### config.mk
export PLATFORM = sky130hd
export DESIGN_NAME = rriot_port_conditioner
export DESIGN_NICKNAME = d
export VERILOG_FILES = /design/src/rtl/rriot_pkg.sv /design/src/rtl/rriot_port_conditioner_pin_conditioner.sv /design/src/rtl/rriot_port_conditioner.sv
export SDC_FILE = /design/constraint.sdc
export NUM_CORES = 1
export LEC_CHECK = 0
export ABC_CLOCK_PERIOD_IN_PS = 3200
export CAP_MARGIN = 10
export CORE_MARGIN = 3
export CORE_UTILIZATION = 56
export DETAILED_ROUTE_END_ITERATION = 8
export HOLD_SLACK_MARGIN = 0.03
export PLACE_DENSITY = 0.87
export SYNTH_ARGS = -nofsm -noshare
export SYNTH_HDL_FRONTEND = slang
export SYNTH_HIERARCHICAL = 1
export SYNTH_SLANG_ARGS = --single-unit
### constraint.sdc
create_clock -name phi2 -period 3.2 [get_ports phi2]
set_input_delay 0.64 -clock phi2 [delete_from_list [all_inputs] [get_ports phi2]]
set_output_delay 0.64 -clock phi2 [all_outputs]
set_load 0.005 [all_outputs]
### src/rtl/rriot_pkg.sv
`default_nettype none
// ============================================================================
// Module      : rriot_pkg
// Description : Shared widths, reset values and default parameters for the
//               RRIOT pad-side port conditioner.
// Revision    : 1.0 - initial release
// ============================================================================
package rriot_pkg;

    localparam int          PORT_W              = 8;
    localparam logic [7:0]  IN_RESET_VAL        = 8'hFF;
    localparam int          DEFAULT_DB_CYCLES   = 10;
    localparam int          DEFAULT_SYNC_STAGES = 2;
    // PB5/PB6 carry the RRIOT chip selects and must not be delayed by debounce
    localparam logic [7:0]  CS_BITS_B           = 8'h60;

endpackage : rriot_pkg
`default_nettype wire

### src/rtl/rriot_port_conditioner_pin_conditioner.sv
`default_nettype none
// ============================================================================
// Module      : pin_conditioner
// Description : One input pin: multi-flop synchroniser followed by a
//               counting debouncer with a bypass input. Emits the debounced
//               level and a registered pulse on the edge that level moves.
// Revision    : 1.0 - initial release
// ============================================================================
module pin_conditioner #(
    parameter int SYNC_STAGES = 2,
    parameter int DB_CYCLES   = 10
) (
    input  logic clk,
    input  logic rst_n,
    input  logic i_pad,
    input  logic i_bypass,
    output logic o_level,
    output logic o_chg
);

    localparam int                 c_CNT_W    = $clog2(DB_CYCLES + 1);
    localparam logic [c_CNT_W-1:0] c_CNT_LAST = c_CNT_W'(DB_CYCLES - 1);
    localparam logic [c_CNT_W-1:0] c_CNT_ONE  = c_CNT_W'(1);

    logic [SYNC_STAGES-1:0] r_sync;
    logic                   r_level;
    logic                   r_chg;
    logic [c_CNT_W-1:0]     r_cnt;
    logic                   w_s;

    assign w_s = r_sync[SYNC_STAGES-1];

    // Synchroniser chain; resets high so an idle pad produces no event
    always_ff @(posedge clk or negedge rst_n) begin
        if (!rst_n) begin
            r_sync <= '1;
        end else begin
            r_sync <= {r_sync[SYNC_STAGES-2:0], i_pad};
        end
    end

    // Debouncer: any agreeing sample restarts the count; bypass tracks s directly
    always_ff @(posedge clk or negedge rst_n) begin
        if (!rst_n) begin
            r_level <= 1'b1;
            r_cnt   <= '0;
            r_chg   <= 1'b0;
        end else begin
            r_chg <= 1'b0;
            if (i_bypass) begin
                r_level <= w_s;
                r_cnt   <= '0;
                r_chg   <= w_s ^ r_level;
            end else if (w_s == r_level) begin
                r_cnt <= '0;
            end else if (r_cnt == c_CNT_LAST) begin
                r_level <= w_s;
                r_cnt   <= '0;
                r_chg   <= 1'b1;
            end else begin
                r_cnt <= r_cnt + c_CNT_ONE;
            end
        end
    end

    assign o_level = r_level;
    assign o_chg   = r_chg;

endmodule : pin_conditioner
`default_nettype wire

### src/rtl/rriot_port_conditioner.sv
`default_nettype none
// ============================================================================
// Module      : rriot_port_conditioner
// Description : Pad-side conditioning for the two RRIOT 8-bit ports.
//               Registers PAO/PBO/DDRx onto the pad drive lines and feeds
//               synchronised, debounced pad inputs back as PAI/PBI, with a
//               change strobe and per-bit change mask.
// Revision    : 1.0 - initial release
// ============================================================================
module rriot_port_conditioner
    import rriot_pkg::*;
#(
    parameter int                SYNC_STAGES = DEFAULT_SYNC_STAGES,
    parameter int                DB_CYCLES   = DEFAULT_DB_CYCLES,
    parameter logic [PORT_W-1:0] BYPASS_B    = CS_BITS_B
) (
    input  logic              phi2,
    input  logic              rst_n,
    input  logic [PORT_W-1:0] pa_pad_i,
    input  logic [PORT_W-1:0] pb_pad_i,
    input  logic [PORT_W-1:0] PAO,
    input  logic [PORT_W-1:0] DDRA,
    input  logic [PORT_W-1:0] PBO,
    input  logic [PORT_W-1:0] DDRB,
    output logic [PORT_W-1:0] pa_pad_o,
    output logic [PORT_W-1:0] pa_pad_oe,
    output logic [PORT_W-1:0] pb_pad_o,
    output logic [PORT_W-1:0] pb_pad_oe,
    output logic [PORT_W-1:0] PAI,
    output logic [PORT_W-1:0] PBI,
    input  logic              db_bypass,
    output logic              chg_strobe,
    output logic [2*PORT_W-1:0] chg_mask
);

    logic [PORT_W-1:0] r_pa_pad_o;
    logic [PORT_W-1:0] r_pa_pad_oe;
    logic [PORT_W-1:0] r_pb_pad_o;
    logic [PORT_W-1:0] r_pb_pad_oe;
    logic [PORT_W-1:0] w_pa_level;
    logic [PORT_W-1:0] w_pb_level;
    logic [PORT_W-1:0] w_pa_chg;
    logic [PORT_W-1:0] w_pb_chg;

    // Output path: one register stage from the RRIOT to the pads; all inputs at reset
    always_ff @(posedge phi2 or negedge rst_n) begin
        if (!rst_n) begin
            r_pa_pad_o  <= '0;
            r_pa_pad_oe <= '0;
            r_pb_pad_o  <= '0;
            r_pb_pad_oe <= '0;
        end else begin
            r_pa_pad_o  <= PAO;
            r_pa_pad_oe <= DDRA;
            r_pb_pad_o  <= PBO;
            r_pb_pad_oe <= DDRB;
        end
    end

    assign pa_pad_o  = r_pa_pad_o;
    assign pa_pad_oe = r_pa_pad_oe;
    assign pb_pad_o  = r_pb_pad_o;
    assign pb_pad_oe = r_pb_pad_oe;

    // Input path: every pin is conditioned regardless of its direction bit
    for (genvar i = 0; i < PORT_W; i++) begin : g_pa_pin
        pin_conditioner #(
            .SYNC_STAGES (SYNC_STAGES),
            .DB_CYCLES   (DB_CYCLES)
        ) u_pin (
            .clk      (phi2),
            .rst_n    (rst_n),
            .i_pad    (pa_pad_i[i]),
            .i_bypass (db_bypass),
            .o_level  (w_pa_level[i]),
            .o_chg    (w_pa_chg[i])
        );
    end

    for (genvar i = 0; i < PORT_W; i++) begin : g_pb_pin
        pin_conditioner #(
            .SYNC_STAGES (SYNC_STAGES),
            .DB_CYCLES   (DB_CYCLES)
        ) u_pin (
            .clk      (phi2),
            .rst_n    (rst_n),
            .i_pad    (pb_pad_i[i]),
            .i_bypass (db_bypass | BYPASS_B[i]),
            .o_level  (w_pb_level[i]),
            .o_chg    (w_pb_chg[i])
        );
    end

    assign PAI = w_pa_level;
    assign PBI = w_pb_level;

    // Per-pin change pulses are already registered alongside the level, so the
    // strobe lines up with the first cycle PAI/PBI shows the new value
    assign chg_mask   = {w_pb_chg, w_pa_chg};
    assign chg_strobe = |chg_mask;

endmodule : rriot_port_conditioner
`default_nettype wire

== After elaboration in Yosys (flattened, before gate mapping) ==
Cells that the tools add are included.
Word-level totals
  output and inout port bits: 65
  logic and storage cells: 293
  bits of input ports: 51
  register bits: 152
Operators by class
  add/sub/neg operators: 14
  equal/unequal tests: 42
  multiplexer cells: 126
  bitwise gates (word level): 16
  reduce and logical (&&, ||, !) cells: 29
Operator list (count)
  $mux 4: 42
  $mux 1: 84
  $add 4x1->4 const B: 14
  $eq 4x4->1 const B: 14
  $ne 2x2->1 const B: 14
  $reduce_and 2->1: 14
  $reduce_bool 2->1: 14
  $reduce_or 16->1: 1
  $xor 1x1->1: 16
  $eq 1x1->1: 14

== Depth between registers and ports, before layout ==
Gate-level depths: netlist of run 1.
  depth in word-level cells: 4
  mapped depth: 5
  gate-level depth less buffers: 5

== Hierarchy ==
Netlist of run 1, hierarchy kept.
By module, submodules not included
  pin_conditioner: cells an instance 25, times used 16, seq. area each 203.9 um2, area each 339.1 um2
  rriot_port_conditioner: cells an instance 38, times used 1, seq. area each 800.8 um2, area each 835.8 um2

== Least setup slack after synthesis of run 1 ==
Ideal clock, no wire load.
  kind: register to output
  start point: reg g_pb_pin[6].u_pin.r_chg
  end point: out chg_strobe
  arrival: 0.756 ns
  setup slack: 1.804 ns
  stages on the path, launching flop included: 3
  cell sequence: dfrtp_1 nor4_1 nand4_1
Between the ends
  word-level cells in the longest chain between the ends: 1
Ends and longest elaborated chain
  from (decl): RTL line rriot_port_conditioner_pin_conditioner.sv:27  | logic r_chg;
  from (signal assigned): RTL line rriot_port_conditioner_pin_conditioner.sv:53  | r_chg <= w_s ^ r_level;
  $reduce_or 16->1: RTL line rriot_port_conditioner.sv:100  | assign chg_strobe = |chg_mask;
  to (decl): RTL line rriot_port_conditioner.sv:32  | output logic chg_strobe,
Every way passes these cells.

== Worst setup path after layout of run 1 ==
  start point: reg g_pa_pin[6].u_pin.r_chg
  end point: out chg_strobe
Between the ends
  word-level cells in the longest chain between the ends: 1
Ends and longest elaborated chain (RTL line)
  from (decl): rriot_port_conditioner_pin_conditioner.sv:27
  from (signal assigned): rriot_port_conditioner_pin_conditioner.sv:53
  $reduce_or 16->1: rriot_port_conditioner.sv:100
Every way passes these cells.

==> impl_metrics.ini, run 1 <==
[power]
power_density_mw_per_mm2 = 563
p_leak_nw = 4.13
ir_worst_vdd_v = 0.000507

[worst_setup_path]
start_kind = flop
path_class = reg -> out
critPathMaxFanout = 2
reg2regPathDepth = 5
cp-startpoint = g_pa_pin[6].u_pin/o_chg$_DFF_PN0_
r2r-end = g_pb_pin[1].u_pin/o_level$_DFFE_PN1P_
reg2reg_slack_ns = 1.88
r2r_start = g_pb_pin[1].u_pin/r_cnt[1]$_DFF_PN0_
crit_path_end = chg_strobe
crit_arrival_ns = 2.23
critPathRequiredTime_ns = 2.56
end_kind = output port

[timing]
setup_viol = 0
hold_viol = 0
post-route-period-util_pct = 89.8
maxSlewHeadroom_pct = 50.5
whs_ns = 0.144
fin_skew_ns = 0.00685
rsz0062_at_grt = false
tightest_slew_ns = 0.735
min_period_ns = 2.87
worst_slack_ns = 0.327
drv_slew = 0
fmax_ghz = 0.348
setup-tns-final_ns = 0

[clock_network]
cts_tree = done
path_clk_slew_ns = 0.06
cts_buffers = 17
clock_path_buffers = 2
cts.sinks = 160
cts_root_buf = clkbuf_8
cts_setup_buffers = 0
htree_num_levels = 4
cts_hold_buf = 0
cts_resized = 0
insertion_delay_ns = 0.52

[detailed_routing]
antenna_left = 0
drc_errors = 0
firstDrtPassIters = 4
wire_per_inst_um = 16.0
avgViaCountPerCell = 4.99
routed_wl_um = 11600
drtIter0Drc = 99
num_vias = 3610

[grt]
overflow = 0
grt_max_degree = 79
grt.total_usage_pct = 20.2
antenna_found_initial = 0
grt_first_pass_wirelength_um = 19800
first_global_vias = 4077

[synthesis]
synth.distinct_cells = 15
syn_area_mm2 = 0.00626
ys_seq_area_share_pct = 64.9
postSynth.asyncResetShare_pct = 100
synth_cells = 438
synthFlopType = dfrtp_1
synth_area_leader_cell = dfrtp_1
yosysMostFrequentCell = dfrtp_1
synth-seq-cells = 160
synth_area_leaders = dfrtp_1 45%, dfstp_2 20%, ha_1 6.4%
yosysWarningCount = 6
syn_area_per_cell_um2 = 14.3
synth_common_cells = 112 x dfrtp_1, 64 x nor2_1, 48 x dfstp_2
synth_top_cell_area_share_pct = 44.8
synth_edf_count = 0

[die]
initial_core_util_pct = 59.1
dieWidth_um = 112
die-area_mm2 = 0.0125
io_pins = 116
rows = 37
die_h_um = 112
core-area_mm2 = 0.0106

[outcome]
status = complete, no violations

[place]
dp_slack_ns = 0.847
routabilityCongestion = 0.716
dp_hpwl_um = 7850
placed_area_mm2 = 0.00761
io_buffers = 115

[final_layout]
diodes = 0
fin_area_mm2 = 0.00816
drive_gt1_share_pct = 21.8
fillers = 576
syn_to_final_growth_pct = 30.4
num-nets-final = 658

[min_path]
min_path_type = in -> async

[flow_run]
drv_cap = 0
[how the worst min path moves through the flow]
stage | from | to | slack [ns]
after global routing | rst_n | pa_pad_oe[6]$_DFF_PN0_ | 0.16
after floorplan | rst_n | g_pa_pin[0].u_pin/o_chg$_DFF_PN0_ | 0.34
after CTS | rst_n | pb_pad_oe[0]$_DFF_PN0_ | 0.14
after global placement | g_pb_pin[3].u_pin/r_sync[0]$_DFF_PN1_ | g_pb_pin[3].u_pin/r_sync[1]$_DFF_PN1_ | 0.35
after detailed placement | g_pb_pin[5].u_pin/r_sync[0]$_DFF_PN1_ | g_pb_pin[5].u_pin/r_sync[1]$_DFF_PN1_ | 0.35
final | rst_n | pb_pad_oe[0]$_DFF_PN0_ | 0.14
[layout by cell type (no fill, tap or decap)]
master	netlist	final
clkinv_4	0	4
xnor2_1	16	16
inv_6	0	2
clkbuf_8	0	2
clkinvlp_4	0	3
xor2_1	32	32
dfstp_2	48	48
clkinv_2	0	1
buf_6	0	1
inv_1	32	32
clkdlybuf4s50_1	0	114
buf_4	0	1
buf_12	0	1
nor4_1	4	4
nand3b_4	16	16
conb_1	1	2
mux2_4	16	16
bufinv_16	0	1
nor2_1	64	64
nand3_1	32	32
dfrtp_1	112	112
ha_1	32	32
clkbuf_1	0	3
nand4_1	1	1
a21boi_0	16	16
and2_4	16	16
clkbuf_16	0	16
[metrics by stage]
step | total power [mW] | cells | utilization, %
5_1_grt | 4.81 | 724 | 77.0
4_1_cts | 4.64 | 724 | 77.0
2_1_floorplan | 2.48 | 439 | -
3_3_place_gp | 2.75 | 692 | 71.8
3_5_place_dp | 2.78 | 692 | 71.8
6_report | 4.60 | 724 | 77.0
[state kept, by name, indices dropped and copies added, names as in the netlist]
signal,flops
g_pa_pin.u_pin/r_cnt,32
g_pb_pin.u_pin/r_cnt,32
g_pa_pin.u_pin/r_sync,16
g_pb_pin.u_pin/r_sync,16
g_pa_pin.u_pin/o_chg,8
g_pa_pin.u_pin/o_level,8
g_pb_pin.u_pin/o_chg,8
g_pb_pin.u_pin/o_level,8
pa_pad_o,8
pa_pad_oe,8
pb_pad_o,8
pb_pad_oe,8
[area by class of cell]
type                       instances  area [µm²]  area share [%]
clock buffer                      21         439            5.38
timing repair buffer             117        1180            14.5
inverter                          32         120            1.47
clock inverter                    11         110            1.35
multi-input combinational        247        2080            25.5
sequential                       160        4060            49.8
tap                              136         170            2.08
[per-layer routing]
metal	part of all wire [%]	wire length, µm	GRT usage (%)	up-vias
met2	51	5860	34.3	117
li1	-	-	-	1685
met3	9.2	1070	10.3	18
met4	1.9	217	6.16	0
met5	0	0	0	-
met1	38	4450	22.1	1790
[report_power, final]
part | internal, mW | switching [mW]
logic | 0.273 | 0.207
clock network | 1.06 | 0.790
registers | 2.18 | 0.0912
[critical path, stage by stage (launching register included)]
cell,delay [ns]
dfrtp_1,0.40
nor4_1,0.67
nand4_1,0.16
clkdlybuf4s50_1,0.48
[cell families (layout without fill, tap and decap cells)]
| logic type | count (synthesis) | in the layout | share of synthesized area, % |
|---|---|---|---|
| compound gates | 16 | 16 | 1.92 |
| xor+xnor | 48 | 48 | 6.71 |
| fa+ha+maj | 32 | 32 | 6.39 |
| buf+inv | 32 | 181 | 1.92 |
| flops | 160 | 160 | 64.9 |
| mux | 16 | 16 | 3.84 |
| other cells | 1 | 2 | 0.0599 |
| simple gates | 133 | 133 | 14.2 |
Note: power is estimated with default switching activity, not from simulation.
==> inputs of run 2 (changes only) <==
CORE_UTILIZATION = 55   (was 56)
PLACE_DENSITY = 0.85   (was 0.87)
==> run 2 against run 1 <==
Utilization down 1.9 points. Sequential power barely moved. Non-clock buffer count unchanged. Hold slack improved by 0.087 ns. Final cell count increased by 0.55%. Via count up 0.61%. Routed wire length rose by 0.93%. Clock power grew 15%. Power rose by 5.9%. Clock skew rose by 0.0046 ns.
==> impl_metrics.ini, run 2 (synthesis gave the netlist of run 1 again) <==
[worst_setup_path]
r2r_start = g_pb_pin[7].u_pin/r_cnt[1]$_DFF_PN0_
start_kind = flop
crit_arrival_ns = 2.02
crit_slowest_cell = nor4_1
path_class = reg -> out
cp-startpoint = g_pa_pin[6].u_pin/o_chg$_DFF_PN0_
worstPathCellList = nor4_1 > nand4_1 > clkdlybuf4s50_1
end_kind = output port
slowest_delay_ns = 0.60
critPathMaxFanout = 2
critPathRequiredTime_ns = 2.56
reg2reg_slack_ns = 1.91

[timing]
setup-tns-final_ns = 0
hold_viol = 0
tightest_slew_ns = 0.712
rsz0062_at_grt = false
whs_ns = 0.231
setup_viol = 0
post-route-period-util_pct = 83.3
min_period_ns = 2.66
fin_skew_ns = 0.0115
maxSlewHeadroom_pct = 52.4
drv_slew = 0
fmax_ghz = 0.375

[detailed_routing]
antenna_left = 0
drc_errors = 0
avgViaCountPerCell = 4.99
drtIter0Drc = 144
num_vias = 3632
routed_wl_um = 11700
wire_per_inst_um = 16.1
firstDrtPassIters = 4

[clock_network]
cts_buffers = 17
cts_tree = done
cts_hold_buf = 0
insertion_delay_ns = 0.42
cts.sinks = 160
cts_resized = 0
cts_setup_buffers = 0
htree_num_levels = 4
cts_root_buf = clkbuf_16
clock_path_buffers = 2
path_clk_slew_ns = 0.06

[final_layout]
final_common_cell = clkdlybuf4s50_1
drive_gt1_share_pct = 21.9
syn_to_final_growth_pct = 31.8
reg_top3 = g_pa_pin.u_pin/r_cnt (32), g_pb_pin.u_pin/r_cnt (32)
mostFrequentLayoutCells = 114 x clkdlybuf4s50_1, 112 x dfrtp_1, 64 x nor2_1
fin_area_mm2 = 0.00825
diodes = 0
utilization_pct = 75.1
num-nets-final = 658

[grt]
antenna_found_initial = 0
grt_max_degree = 83
overflow = 0
first_global_vias = 4103
grt_first_pass_wirelength_um = 19800
grt.total_usage_pct = 20.3

[power]
power_density_mw_per_mm2 = 590
p_leak_nw = 4.17
ir_worst_vdd_v = 0.000467

[flow_run]
drv_cap = 0

[die]
core-area_mm2 = 0.0110
dieWidth_um = 113
die-area_mm2 = 0.0127
io_pins = 116
die_h_um = 113
rows = 38
initial_core_util_pct = 57.0

[place]
dp_hpwl_um = 7990
io_buffers = 115
routabilityCongestion = 0.775
placed_area_mm2 = 0.00762

[outcome]
status = complete, no violations

[min_path]
min_path_type = in -> async
run 2: final cells by class:
class | instances | area, µm²
flip-flops and latches | 160 | 4060
fillers | 664 | 2730
multi-input cells | 247 | 2080
repair buffers | 117 | 1180
clock buffers | 20 | 447
clock inverters | 12 | 184
well taps | 140 | 175
inverters | 32 | 120
run 2: worst paths after layout:
kind,cells past startpoint,to
worst min-delay path,1,pa_pad_oe[2]$_DFF_PN0_
worst max register to register,5,g_pb_pin[7].u_pin/o_level$_DFFE_PN1P_
worst min register to register,0,g_pb_pin[2].u_pin/r_sync[1]$_DFF_PN1_
min in group phi2,0,g_pb_pin[2].u_pin/r_sync[1]$_DFF_PN1_
max in group asynchronous,2,g_pb_pin[0].u_pin/o_level$_DFFE_PN1P_
worst max-delay path,3,chg_strobe
run 2: report_power, final:
group	total, mW	internal [mW]	switching [mW]
clock	2.12	1.33	0.789
sequential	2.27	2.18	0.0922
combinational	0.478	0.272	0.206
run 2: critical path: cells and delay by family (launching register included):
kind                   cells  cell delay, ns
AND/OR/NAND/NOR            2            0.76
flip-flops                 1            0.38
buffers and inverters      1            0.47
run 2: through the flow:
| step | setup slack, ns | total power, mW | std cells |
|---|---|---|---|
| detailed placement | 0.895 | 2.78 | 696 |
| finish | 0.535 | 4.87 | 728 |
| global placement | 0.947 | 2.75 | 696 |
| CTS | 0.532 | 4.93 | 728 |
| global route | 0.509 | 5.07 | 728 |
| floorplan | 1.80 | 2.48 | 439 |
run 2: layer usage:
metal	global-route usage [%]	up-vias	wire length (µm)
li1	-	1691	-
met1	22.0	1801	4280
met2	34.4	122	6170
met3	10.1	18	1100
met4	7.29	0	161
met5	0	-	0
==> inputs of run 3 (changes only) <==
ABC_CLOCK_PERIOD_IN_PS = 2450   (was 3200)
CORE_UTILIZATION = 47   (was 55)
PLACE_DENSITY = 0.78   (was 0.85)
clock period = 2.45 ns   (was 3.2 ns; I/O delays follow)
==> run 3 against run 2 <==
Register-to-register slack lost 0.75 ns. Critical path type unchanged. Flip-flop and latch count stayed put. Sequential share of layout area shrank 0.84 points. Cell area up 1.7%. Largest power group is now the clock network. Clock skew fell by 0.0048 ns.
==> impl_metrics.ini, run 3 (synthesis gave the netlist of run 1 again) <==
[worst_setup_path]
crit_path_end = chg_strobe
critPathTopFamily = buffers and inverters
worstPathCellList = nor4_2 > buf_4 > nand4_1 > clkdlybuf4s50_1
r2r_start = g_pb_pin[0].u_pin/r_cnt[1]$_DFF_PN0_
critPathRequiredTime_ns = 1.96
slowest_delay_ns = 0.49
worstSetupPathDepth = 4
path_class = reg -> out
cp-startpoint = g_pa_pin[6].u_pin/o_chg$_DFF_PN0_
crit_arrival_ns = 1.83
start_kind = flop
reg2regPathDepth = 5
critPathMaxFanout = 2
reg2reg_slack_ns = 1.16
r2r-end = g_pb_pin[0].u_pin/o_level$_DFFE_PN1P_
cp.buffers_inverters = 2
end_kind = output port
crit_slowest_cell = clkdlybuf4s50_1

[clock_network]
cts_buffers = 17
cts.sinks = 160
clock_path_buffers = 2
htree_num_levels = 4
cts_root_buf = clkbuf_16
path_clk_slew_ns = 0.06
cts_tree = done
insertion_delay_ns = 0.42

[flow_run]
drv_cap = 0

[grt]
grt_max_degree = 59
grt.total_usage_pct = 15.8
overflow = 0
grt_first_pass_wirelength_um = 18000
first_global_vias = 3977
antenna_found_initial = 0

[final_layout]
fin_area_mm2 = 0.00839
num-nets-final = 661
mostFrequentLayoutCells = 114 x clkdlybuf4s50_1, 112 x dfrtp_1, 64 x nor2_1
seq_area_mm2 = 0.00406
fillers = 925
diodes = 0
final_common_cell = clkdlybuf4s50_1
reg_top3 = g_pa_pin.u_pin/r_cnt (32), g_pb_pin.u_pin/r_cnt (32)
multi_input_area_mm2 = 0.00210
drive_gt1_share_pct = 22.7
syn_to_final_growth_pct = 34.1

[timing]
hold_viol = 0
post-route-period-util_pct = 94.7
min_period_ns = 2.32
drv_slew = 0
setup_viol = 0
setup-tns-final_ns = 0
fin_skew_ns = 0.00667
fmax_ghz = 0.431
maxSlewHeadroom_pct = 64.7
tightest_slew_ns = 0.530
worst_slack_ns = 0.130
rsz0062_at_grt = false

[detailed_routing]
drc_errors = 0
antenna_left = 0
wire_per_inst_um = 13.7
firstDrtPassIters = 4
drtIter0Drc = 132
avgViaCountPerCell = 4.72
num_vias = 3603
routed_wl_um = 10400

[min_path]
hp-start = g_pb_pin[7].u_pin/r_sync[0]$_DFF_PN1_
min_path_type = reg -> reg

[die]
die_h_um = 121
rows = 41
core-area_mm2 = 0.0128
die-area_mm2 = 0.0147
initial_core_util_pct = 48.8
dieWidth_um = 121
io_pins = 116

[place]
dp_hpwl_um = 7520
io_buffers = 115
dp_slack_ns = 0.507
routabilityCongestion = 0.739
placed_area_mm2 = 0.00769

[power]
power_density_mw_per_mm2 = 782
power_mw = 6.56
p_leak_nw = 4.23
ir_worst_vdd_v = 0.000590

[outcome]
status = complete, no violations
-- run 3: cell types whose count changed in the layout (fill, tap and decap cells not counted), sizes merged --
cell         change
buf              +2
dlygate4sd3      +1
bufinv           +2
clkinvlp         -2
clkinv           -2
clkbuf           +2
-- run 3: how the worst min path moves through the flow --
stage / endpoint / cells past startpoint
final: g_pb_pin[7].u_pin/r_sync[1]$_DFF_PN1_ / 0
after global placement: g_pb_pin[4].u_pin/r_sync[1]$_DFF_PN1_ / 0
after CTS: g_pb_pin[7].u_pin/r_sync[1]$_DFF_PN1_ / 0
after global routing: g_pa_pin[7].u_pin/r_sync[1]$_DFF_PN1_ / 0
after floorplan: g_pa_pin[0].u_pin/o_chg$_DFF_PN0_ / 0
after detailed placement: g_pb_pin[7].u_pin/r_sync[1]$_DFF_PN1_ / 0
-- run 3: per-stage QoR --
stage	utilization (%)	hold slack, ns	std cells
after global placement	59.9	0.346	730
after detailed placement	59.9	0.347	730
after CTS	65.3	0.351	763
after floorplan	-	0.194	439
after global routing	65.5	0.353	763
final	65.5	0.351	763
-- run 3: report_power, final --
| group | switching (mW) | leakage, nW | internal [mW] |
|---|---|---|---|
| Sequential | 0.115 | 1.96 | 2.84 |
| Combinational | 0.256 | 1.93 | 0.366 |
| Clock | 0.993 | 0.334 | 1.99 |
-- run 3: timing repair --
item                       4_1_cts  5_1_grt
setup endpoints to repair        0        1
buffers inserted                 0        0
hold endpoints to repair         5        0
gates resized for setup          0        3
hold buffers                     1        0
-- run 3: per-layer routing --
| metal | wire length, µm | vias up | track usage, % | share of wire (%) |
|---|---|---|---|---|
| li1 | - | 1688 | - | - |
| met3 | 611 | 14 | 6.06 | 5.9 |
| met1 | 4190 | 1821 | 18.2 | 40 |
| met4 | 167 | 0 | 6.93 | 1.6 |
| met5 | 0 | - | 0 | 0 |
| met2 | 5480 | 80 | 26.3 | 52 |
-- run 3: layout make-up --
class,count,area share [%]
clock buffers,22,5.65
clock inverters,10,2.43
inverters,32,1.43
multi-input cells,247,25.0
flip-flops and latches,160,48.4
well taps,172,2.56
repair buffers,120,14.5
